### config.mk
export PLATFORM = sky130hd
export DESIGN_NAME = ohm_div
export DESIGN_NICKNAME = d
export VERILOG_FILES = /design/src/rtl/ohm_div.sv
export SDC_FILE = /design/constraint.sdc
export NUM_CORES = 1
export LEC_CHECK = 0
export CELL_PAD_IN_SITES_DETAIL_PLACEMENT = 1
export CELL_PAD_IN_SITES_GLOBAL_PLACEMENT = 2
export CORE_MARGIN = 5
export CORE_UTILIZATION = 42
export CTS_CLUSTER_SIZE = 25
export DETAILED_ROUTE_END_ITERATION = 10
export PLACE_DENSITY_LB_ADDON = 0.12
export SETUP_SLACK_MARGIN = 0.15
export SLEW_MARGIN = 20
export SYNTH_ARGS = -nofsm -noshare
export SYNTH_HDL_FRONTEND = slang
export SYNTH_SLANG_ARGS = --single-unit
### constraint.sdc
create_clock -name clk -period 8.73 [get_ports clk]
set_input_delay 0.873 -clock clk [delete_from_list [all_inputs] [get_ports clk]]
set_output_delay 0.873 -clock clk [all_outputs]
set_load 0.02 [all_outputs]
### src/rtl/ohm_div.sv
// Resistance calculator: R = floor(V * SCALE / I) from ADC-encoded voltage and current codes.
// A product stage followed by an 11-step restoring divider gives a fixed 14-cycle latency.
module ohm_div #(
  parameter logic [10:0] SCALE = 11'd1315
) (
  input  logic        clk,
  input  logic        reset,
  input  logic        valid_in,
  input  logic [11:0] v_in,
  input  logic [11:0] i_in,
  output logic        valid_out,
  output logic [11:0] r_out,
  output logic [1:0]  state_dbg
);

  localparam logic [1:0] IDLE = 2'd0;
  localparam logic [1:0] MUL  = 2'd1;
  localparam logic [1:0] DIV  = 2'd2;
  localparam logic [1:0] DONE = 2'd3;

  // Handshake: valid_in is a one-cycle strobe taken only in IDLE with no capture
  // pending; valid_out is a one-cycle strobe, r_out holds until the next result.

  logic [1:0]  state_q, state_d;
  logic        cap_q, cap_d;
  logic [10:0] v_q, v_d;
  logic [10:0] i_q, i_d;
  logic [10:0] rem_q, rem_d;
  logic [10:0] lo_q, lo_d;
  logic [10:0] quo_q, quo_d;
  logic        sat_q, sat_d;
  logic [3:0]  cnt_q, cnt_d;
  logic        valid_out_q, valid_out_d;
  logic [11:0] r_out_q, r_out_d;

  logic [11:0] v_dec, i_dec;
  logic [21:0] prod;
  logic [21:0] div_lim;
  logic [11:0] trial;
  logic [11:0] diff;
  logic        fits;
  logic [10:0] r_final;

  always_comb begin
    v_dec   = v_in ^ 12'h7FF;
    i_dec   = i_in ^ 12'h7FF;
    prod    = 22'(v_q) * 22'(SCALE);
    div_lim = {i_q, 11'd0};
    trial   = {rem_q, lo_q[10]};
    diff    = trial - {1'b0, i_q};
    fits    = (trial >= {1'b0, i_q});
    r_final = sat_q ? 11'h7FF : quo_q;
  end

  always_comb begin
    state_d     = state_q;
    cap_d       = cap_q;
    v_d         = v_q;
    i_d         = i_q;
    rem_d       = rem_q;
    lo_d        = lo_q;
    quo_d       = quo_q;
    sat_d       = sat_q;
    cnt_d       = cnt_q;
    valid_out_d = 1'b0;
    r_out_d     = r_out_q;

    case (state_q)
      IDLE: begin
        if (cap_q) begin
          cap_d   = 1'b0;
          state_d = MUL;
        end else if (valid_in) begin
          // Negative decoded codes clamp to zero before use.
          cap_d = 1'b1;
          v_d   = v_dec[11] ? 11'd0 : v_dec[10:0];
          i_d   = i_dec[11] ? 11'd0 : i_dec[10:0];
        end
      end
      MUL: begin
        // A quotient of 2048 or more cannot fit in 11 bits; I = 0 lands here too.
        sat_d   = (i_q == 11'd0) || (prod >= div_lim);
        rem_d   = prod[21:11];
        lo_d    = prod[10:0];
        quo_d   = 11'd0;
        cnt_d   = 4'd0;
        state_d = DIV;
      end
      DIV: begin
        rem_d = fits ? diff[10:0] : trial[10:0];
        lo_d  = {lo_q[9:0], 1'b0};
        quo_d = {quo_q[9:0], fits};
        cnt_d = cnt_q + 4'd1;
        if (cnt_q == 4'd10) begin
          state_d = DONE;
        end
      end
      DONE: begin
        valid_out_d = 1'b1;
        r_out_d     = {1'b0, r_final} ^ 12'h7FF;
        state_d     = IDLE;
      end
      default: begin
        state_d = IDLE;
      end
    endcase
  end

  always_ff @(posedge clk or posedge reset) begin
    if (reset) begin
      state_q     <= IDLE;
      cap_q       <= 1'b0;
      v_q         <= 11'd0;
      i_q         <= 11'd0;
      rem_q       <= 11'd0;
      lo_q        <= 11'd0;
      quo_q       <= 11'd0;
      sat_q       <= 1'b0;
      cnt_q       <= 4'd0;
      valid_out_q <= 1'b0;
      r_out_q     <= 12'h7FF;
    end else begin
      state_q     <= state_d;
      cap_q       <= cap_d;
      v_q         <= v_d;
      i_q         <= i_d;
      rem_q       <= rem_d;
      lo_q        <= lo_d;
      quo_q       <= quo_d;
      sat_q       <= sat_d;
      cnt_q       <= cnt_d;
      valid_out_q <= valid_out_d;
      r_out_q     <= r_out_d;
    end
  end

  assign valid_out = valid_out_q;
  assign r_out     = r_out_q;
  assign state_dbg = state_q;

endmodule

==> impl_results.md, run 1 <==
- Initial antenna violation count: 1
- Hold depth: 1
- Post-Syn Area: just over 0.006 sq mm
- Fin crit period: between 5 and 6 ns
- DRT iter0 DRCs: roughly 230
- Wire per inst: 18.2 um
- Hold/Removal Path Class: reg2reg
- Row count: 44
- CP cell instances: ha_1 -> inv_1 -> fa_1 -> inv_1 -> ha_1 -> fa_1 -> inv_1 -> fa_1 -> inv_1 -> ha_1 -> a21oi_1 -> nor2_1 -> nor2_1 -> nand2_1 -> o2111ai_1 -> nand2_1 -> xor2_1 -> ha_1 -> nand4_1 -> nor4_1 -> nand3_1 -> nor4_1 -> or3_1
- Chip height: approximately 130 um
- Status: completed
- Slew HR: around two fifths
- Reg clk slew, reported paths: roughly 0.070 ns
- Crit path max fanout: 7
- Total clock buffers created by CTS: 9
- Worst R2R Path Depth: 23
- Final setup TNS: 0 ns
- Worst-margin pin slew: between 0.8 and 0.9 ns
- H-tree Lvls: 3
- Crit path DAT: ~5.8 ns
- Post-Route Skew: roughly 0.0098 ns
- Clock sink total: 75
- Syn Area/Cell: 9.70 sq um
- Die W: 132 um
- Largest net degree at the start of global routing: 76
- R2R Setup Slk: ~3.2 ns
- Initial core utilization: between 40% and 50%
- Fin. Hold Viols: 0
- Boundary Pins: 42
- Share of cells above drive strength 1: under 10%
- Vias: around 4800
- R2R Path Start: v_q[1]
- CP startpoint kind: flip-flop
- Yosys top cell area share: 25.8%
- Post-layout nets: 828
- # hold bufs at CTS: 0
- Mapped Nets: 793
- Top post-synthesis cells by area: dfrtp_1 26%, ha_1 22%, fa_1 5.2%
- Placed Instances: about 850
- Number of synthesized register bits: 75
- Vias in the first global route: ~5200
- Synth Instances: 640
- Seq/Total Area, Yosys: between 30% and 40%
- Die ar.: 0.0173 sq mm
- Cell at the slowest stage of the critical path: fa_1
- Commonest non-fill, non-tap cell in the layout: ha_1
- Post-CTS sizing: 0
- Post-CTS setup repair buffer count: 0
- DRT Pass-1 Iters: 5
- Reg-to-reg endpoint: sat_q
- Maxcap violations: 0
- Core area: between 0.01 and 0.015 sq mm
- Tot GR Track Use: 18.6%
- DRT Wirelength: about 16 mm
- Synth area leader: dfrtp_1
- Final setup violation count: 0
- Port bufs: 40
- Fillers: roughly 1700
- Cell Count, Final, Fillers Out: ~860
- Ys Warns: 0
- Post-synth EDFFs: 0
- Crit share post-route: between 60% and 70%
- Area growth, synth to finish: 14.4%
- Hold Crit Endpoint: r_out[10]
- Worst stage delay on the critical path: ~0.53 ns
- Hold_sp: quo_q[10]
- Final ANT Viol Nets: 0
- First-pass GRT wire length: ~27 mm
- Multi-input logic area: 0.00393 sq mm
- GPL Wtd Cong: between 0.8 and 0.9
- Final HPWL DP: 12.6 mm
- Vias/cell: 5.55
- Antenna diode count: 0
- Cell variety after synth: between 60 and 70
- Fmax: 0.181 GHz
- Main synth FF type: dfrtp_1
- WP data required: around 9.0 ns
- Clk Latency, worst-skew pair: approximately 0.35 ns
- Critical path capture point type: flip-flop
- Max clock buf depth: 2
- Ys async rst share: 100%
- Storage cell area: 0.00189 sq mm
- Max Transition Viols Final: 0
- Crit Path Class: reg2reg
- DRC: 0
- CTS tree: built
- Setup repair after global routing missed its margin: false
- CTS root buf: clkbuf_16
- Grt ovf: 0
- Commonest cells after routing, fill and taps aside: 110 x ha_1, 78 x inv_1, 64 x dfrtp_1, 48 x nand2_1, 42 x nor2_1
- Worst hold slack: between 0.4 and 0.5 ns
registers in the layout (all words and copies together) (netlist names):
name	cells
valid_out	1
rem_q	11
quo_q	11
sat_q	1
i_q	11
r_out	11
v_q	11
cnt_q	4
state_dbg	2
cap_q	1
lo_q	11
metal layers:
metal	vias up	GRT usage [%]	part of all wire [%]
met1	2383	23.0	45
met3	21	2.56	2.3
li1	2328	-	-
met2	57	33.3	51
met4	2	6.11	2.0
met5	-	0	0.083
worst max-delay path: cells and delay by family (launching register included):
| kind | cells | cell delay [ns] |
|---|---|---|
| and+or+nand+nor | 9 | 1.36 |
| AOI/OAI and AO/OA | 2 | 0.48 |
| buffers and inverters | 4 | 0.19 |
| DFF | 1 | 0.46 |
| adders and majority gates | 7 | 2.79 |
| xor gates and xnor gates | 1 | 0.16 |
kinds of logic after synthesis:
logic type                 count (synthesis)  synth area share [%]
xor gates and xnor gates                  25                  3.53
AOI/OAI and AO/OA                        147                  17.3
other                                      1                0.0604
adders and majority gates                126                  27.3
and+or+nand+nor                          139                  10.4
DFF                                       75                  30.4
muxes                                     27                  4.76
buffers and inverters                    100                  6.23
stage by stage:
step                      worst slack (ns)  instance area, sq um  utilization (%)
after floorplan                       3.75                  6210                -
after global placement                3.41                  6780             46.7
after detailed placement              3.19                  6780             46.7
after CTS                             3.16                  7080             48.7
after global routing                  2.77                  7100             48.9
final                                 3.21                  7100             48.9
layout make-up:
class                   instances  share of cell area (%)
clock inverters                 7                   0.986
flip-flops and latches         75                    26.6
inverters                      79                    4.17
repair buffers                 45                    6.45
well taps                     184                    3.24
clock buffers                   9                    3.17
multi-input cells             465                    55.4
cells in the mapped netlist (3+ instances only):
cell type and number:
o2bb2ai_1 3, mux2_2 11, nor3_1 6, o21ai_0 19, inv_1 79, o21a_1 9, xnor2_1 15, a22o_1 12
nand3_1 6, mux2i_1 13, o22ai_1 3, a21oi_1 36, clkbuf_1 15, nand2_1 48, nor2b_1 8, a221o_1 7
dfstp_2 11, dfrtp_1 64, nor4_1 4, fa_1 16, buf_1 4, a211oi_1 5, nand2b_1 7, o31ai_1 23
a21o_1 6, nand4_1 6, ha_1 110, nor2_1 42, xor2_1 10
worst max-delay path by stage:
stage               endpoint    from  cells past startpoint
floorplan              sat_q  v_q[1]                     21
finish                 sat_q  v_q[1]                     23
global placement       sat_q  v_q[1]                     21
detailed placement     sat_q  v_q[1]                     21
global route           sat_q  v_q[1]                     23
CTS                    sat_q  v_q[1]                     23
Power of run 1 is left out: the tool's default activity adds up to more than one toggle a clock period on the data nets, which glitch-free logic cannot reach.
==> run 2: changes to the inputs <==
--- a/config.mk
+++ b/config.mk
@@ -8,7 +8,7 @@
 export CELL_PAD_IN_SITES_DETAIL_PLACEMENT = 1
 export CELL_PAD_IN_SITES_GLOBAL_PLACEMENT = 2
 export CORE_MARGIN = 5
-export CORE_UTILIZATION = 42
+export CORE_UTILIZATION = 39
 export CTS_CLUSTER_SIZE = 25
 export DETAILED_ROUTE_END_ITERATION = 10
 export PLACE_DENSITY_LB_ADDON = 0.12
==> constraint.sdc (replaced) <==
create_clock -name clk -period 5.6 [get_ports clk]
set_input_delay 0.56 -clock clk [delete_from_list [all_inputs] [get_ports clk]]
set_output_delay 0.56 -clock clk [all_outputs]
set_load 0.02 [all_outputs]
==> run 2 against run 1 <==
Effect of this change: routed wire length up 2.6%; sequential share of layout area fell by 0.74 points; design area up 3.0%; highest routed layer is now met4.
==> impl_results.md, run 2 (synthesis gave the netlist of run 1 again) <==
- Post-layout nets: 836
- Hold/Removal Path Class: reg2reg
- DRT iter0 DRCs: 161
- Final setup TNS: 0 ns
- Initial antenna violation count: 0
- Clk Latency, worst-skew pair: around 0.35 ns
- DRT Wirelength: 16.1 mm
- Vias: about 4700
- Max Transition Viols Final: 0
- Row count: 46
- Post-Route Skew: between 0.01 and 0.015 ns
- Fin. Hold Viols: 0
- Die W: roughly 140 um
- Worst-margin pin slew: between 0.9 and 1 ns
- Status: completed
- # hold bufs at CTS: 0
- Port bufs: 40
- Reg clk slew, reported paths: around 0.060 ns
- Die ar.: about 0.019 sq mm
- CTS tree: built
- Storage cell area: 0.00189 sq mm
- GPL Wtd Cong: between 0.8 and 0.9
- Maxcap violations: 0
- Crit path max fanout: 6
- Vias/cell: between 5 and 6
- First-pass GRT wire length: roughly 27 mm
- Total clock buffers created by CTS: 9
- Fmax: roughly 0.19 GHz
- Crit path max-delay family: adder cells
- Crit Path Class: reg2reg
- Worst R2R Path Depth: 23
- Final ANT Viol Nets: 0
- Final core utilization: approximately 46%
- CP startpoint kind: flip-flop
- Stages on worst setup path: 23
- Worst Path Buf+Inv: 5
- Vias in the first global route: slightly above 5000
- Area growth, synth to finish: 17.8%
- Crit path DAT: ~5.4 ns
- Commonest non-fill, non-tap cell in the layout: ha_1
- CP cell instances: ha_1 -> inv_1 -> fa_1 -> inv_1 -> ha_4 -> fa_1 -> inv_1 -> fa_1 -> inv_1 -> ha_4 -> nand2_2 -> nor3_2 -> nor2_2 -> a21oi_2 -> buf_4 -> a21o_1 -> xor2_1 -> ha_1 -> nand4_1 -> nor4_2 -> nand3_1 -> nor4_2 -> or3_1
- DRT Pass-1 Iters: 4
- Final setup violation count: 0
- Commonest cells after routing, fill and taps aside: 107 x ha_1, 78 x inv_1, 62 x dfrtp_1, 47 x nand2_1
- Worst stage delay on the critical path: roughly 0.53 ns
- Final HPWL DP: about 13 mm
- Initial core utilization: slightly below 40%
- H-tree Lvls: 3
- Crit-path most repeated cell: inv_1
- Fillers: between 1500 and 2000
- Max clock buf depth: 2
- Antenna diode count: 0
- Grt ovf: 0
- WP data required: 5.82 ns
- DRC: 0
- Hold depth: 1
- R2R Setup Slk: approximately 0.39 ns
- Hold Crit Endpoint: r_out[10]
- Crit share post-route: 93.1%
- Wire per inst: 17.8 um
- Reg-to-reg endpoint: sat_q
- Tot GR Track Use: 18.4%
- Fin crit period: 5.21 ns
- Slew HR: 34.6%
- Multi-input logic area: between 0.004 and 0.005 sq mm
- Clock sink total: 75
- Boundary Pins: 42
- Cell at the slowest stage of the critical path: fa_1
- Worst hold slack: around 0.43 ns
- Core area: between 0.015 and 0.02 sq mm
- R2R Path Start: v_q[1]
- Largest net degree at the start of global routing: 46
- Critical path capture point type: flip-flop
- Share of cells above drive strength 1: about 13%
- CTS root buf: clkbuf_16
- Setup repair after global routing missed its margin: false
- Chip height: 136 um
- Hold_sp: quo_q[10]
==> run 2: changes by cell type in the layout (fill, tap and decap cells not counted), sizes merged <==
cell / before / now
clkbuf: 9 / 11
inv: 82 / 80
bufinv: 0 / 2
buf: 5 / 13
clkinv: 3 / 1
==> run 2: metrics by stage <==
stage	cell area, sq um	setup slack, ns	instances
finish	7310	0.385	904
detailed placement	6840	0.0981	881
global route	7310	0.0931	904
floorplan	6210	0.617	640
CTS	7180	0.223	898
global placement	6840	0.257	881
==> run 2: worst max path at each step <==
stage                     startpoint  slack, ns    end
after CTS                     v_q[1]       0.22  sat_q
after global placement        v_q[1]       0.26  sat_q
final                         v_q[1]       0.39  sat_q
after floorplan               v_q[1]       0.62  sat_q
after global routing          v_q[1]       0.09  sat_q
after detailed placement      v_q[1]        0.1  sat_q
==> run 2: what timing repair did <==
action,4_1_cts,5_1_grt
gates resized for setup,3,20
pin swaps,2,12
endpoints found under the setup margin,1,1
setup buffers,1,6
==> run 2: area by class of cell <==
type / count / share of cell area, %
inverter: 79 / 4.07
tap: 216 / 3.69
timing repair buffer: 53 / 6.81
clock inverter: 5 / 1.16
multi-input combinational: 465 / 55.2
sequential: 75 / 25.9
clock buffer: 11 / 3.18
==> run 2: worst reg2reg max path: stages (launching register included) <==
cell     delay (ns)
dfrtp_2        0.45
ha_1           0.29
inv_1          0.05
fa_1           0.49
inv_1          0.06
ha_4           0.24
fa_1           0.50
inv_1          0.06
fa_1           0.53
inv_1          0.06
ha_4           0.30
nand2_2        0.10
nor3_2         0.17
nor2_2         0.07
a21oi_2        0.17
buf_4          0.13
a21o_1         0.11
xor2_1         0.28
ha_1           0.31
nand4_1        0.13
nor4_2         0.05
nand3_1        0.10
nor4_2         0.05
or3_1          0.38
==> run 2: per-layer routing <==
layer  GRT usage, %  vias to the layer above  wire (um)
li1               -                     2338          -
met1           24.1                     2312       7630
met5              0                        -          0
met3           2.78                       20        287
met4           5.10                        0        314
met2           31.7                       51       7860
Power of run 2 is left out for the same reason.
==> run 3: changes to the inputs <==
--- a/config.mk
+++ b/config.mk
@@ -11,6 +11,7 @@
 export CORE_UTILIZATION = 39
 export CTS_CLUSTER_SIZE = 25
 export DETAILED_ROUTE_END_ITERATION = 10
+export MAX_ROUTING_LAYER = met4
 export PLACE_DENSITY_LB_ADDON = 0.12
 export SETUP_SLACK_MARGIN = 0.15
 export SLEW_MARGIN = 20
==> run 3 against run 2 <==
Effect of this change: setup slack better by 0.0021 ns; first-iteration DRC count up 1.2%; sequential share of layout area unchanged; utilization unchanged; design area unchanged; register-to-register slack barely moved; critical path depth unchanged; sequential cell count did not move; clock skew barely moved; largest cell class unchanged; highest routed layer unchanged.
==> impl_results.md, run 3 (synthesis gave the netlist of run 1 again) <==
- Crit path DAT: 5.43 ns
- Share of cells above drive strength 1: 12.6%
- DRT Wirelength: about 16 mm
- Multi-input logic area: 0.00404 sq mm
- Tot GR Track Use: about a fifth
- Area growth, synth to finish: 17.8%
- Core area: between 0.015 and 0.02 sq mm
- Vias: between 4000 and 5000
- CTS root buf: clkbuf_16
- CTS tree: built
- Status: completed
- Worst setup margin: slightly below 0.4 ns
- Post-Route Skew: 0.0113 ns
- Post-layout nets: ~840
- Row count: 46
- Fillers: around 1800
- Setup repair after global routing missed its margin: false
- Boundary Pins: 42
- Slew HR: around a third
- Grt ovf: 0
- Crit path max fanout: 6
- Critical path capture point type: flip-flop
- Initial antenna violation count: 0
- Post-Place Setup Slack: ~0.098 ns
- Initial core utilization: 39.4%
- DRC: 0
- Antenna diode count: 0
- Worst-margin pin slew: between 0.9 and 1 ns
- Clock sink total: 75
- R2R Path Start: v_q[3]
- Fmax: between 0.15 and 0.2 GHz
- Port bufs: 40
- DRT Pass-1 Iters: 4
- H-tree Lvls: 3
- Commonest cells after routing, fill and taps aside: 107 x ha_1, 78 x inv_1, 62 x dfrtp_1, 47 x nand2_1
- Die ar.: around 0.019 sq mm
- Vias in the first global route: just over 5000
- Final HPWL DP: ~13 mm
- Hold_sp: quo_q[10]
- WP data required: around 5.8 ns
- Final setup TNS: 0 ns
- Worst hold slack: 0.433 ns
- R2R Setup Slk: ~0.39 ns
- Reg clk slew, reported paths: approximately 0.060 ns
- DRT iter0 DRCs: approximately 160
- # hold bufs at CTS: 0
- First-pass GRT wire length: ~27 mm
- Placed Area: 0.00684 sq mm
- Vias/cell: approximately 5.2
- Max clock buf depth: 2
- Hold/Removal Path Class: reg2reg
- Maxcap violations: 0
- Total clock buffers created by CTS: 9
- Largest net degree at the start of global routing: between 40 and 50
- Final ANT Viol Nets: 0
- GPL Wtd Cong: just over 0.8
- Wire per inst: ~18 um
- Clk Latency, worst-skew pair: 0.35 ns
- Final setup violation count: 0
- Commonest non-fill, non-tap cell in the layout: ha_1
- Crit Path Class: reg2reg
- Fin. Hold Viols: 0
- Fin crit period: around 5.2 ns
- Crit path launch: v_q[3]
- Crit share post-route: between 90 and 100%
- CP startpoint kind: flip-flop
- Final Instance Area: between 0.007 and 0.008 sq mm
- Chip height: 136 um
- Max Transition Viols Final: 0
- Die W: around 140 um
- Storage cell area: about 0.0019 sq mm
==> run 3: worst max-delay path, stage by stage, from the launching register on <==
cell and delay, ns:
dfrtp_2 0.45, ha_1 0.29, inv_1 0.05, fa_1 0.49, inv_1 0.06, ha_4 0.24, fa_1 0.50, inv_1 0.06
fa_1 0.53, inv_1 0.06, ha_4 0.30, nand2_2 0.10, nor3_2 0.18, nor2_2 0.07, a21oi_2 0.17, buf_4 0.13
a21o_1 0.11, xor2_1 0.28, ha_1 0.31, nand4_1 0.13, nor4_2 0.05, nand3_1 0.10, nor4_2 0.05, or3_1 0.38
==> run 3: routing by layer <==
layer / global-route usage, % / vias to the layer above / part of all wire (%)
li1: - / 2342 / -
met1: 24.2 / 2311 / 47
met2: 31.7 / 51 / 49
met3: 2.74 / 19 / 2.1
met4: 5.10 / 0 / 1.8
met5: - / - / 0
==> run 3: through the flow <==
step | util (%) | std cells
global placement | 43.3 | 881
floorplan | - | 640
CTS | 45.5 | 898
finish | 46.4 | 904
global route | 46.4 | 904
detailed placement | 43.3 | 881
==> run 3: final cells by class <==
cell class,instances,share of cell area [%]
clock buffers,11,3.18
clock inverters,5,1.16
repair buffers,53,6.81
flip-flops and latches,75,25.9
well taps,216,3.69
multi-input cells,465,55.2
inverters,79,4.07
==> run 3: worst paths after layout <==
kind / endpoint / cells after the start
worst max-delay path: sat_q / 23
worst min-delay path: r_out[10] / 1
worst max register to register: sat_q / 23
worst min register to register: r_out[10] / 1
max in group asynchronous: r_out[10] / 3
min in group asynchronous: lo_q[0] / 2
==> run 3: what timing repair did <==
action	CTS	global route
pin swaps	2	12
hold endpoints to repair	0	0
buffers inserted	1	6
resized for setup	3	20
endpoints found under the setup margin	1	1
Power of run 3 is left out for the same reason.
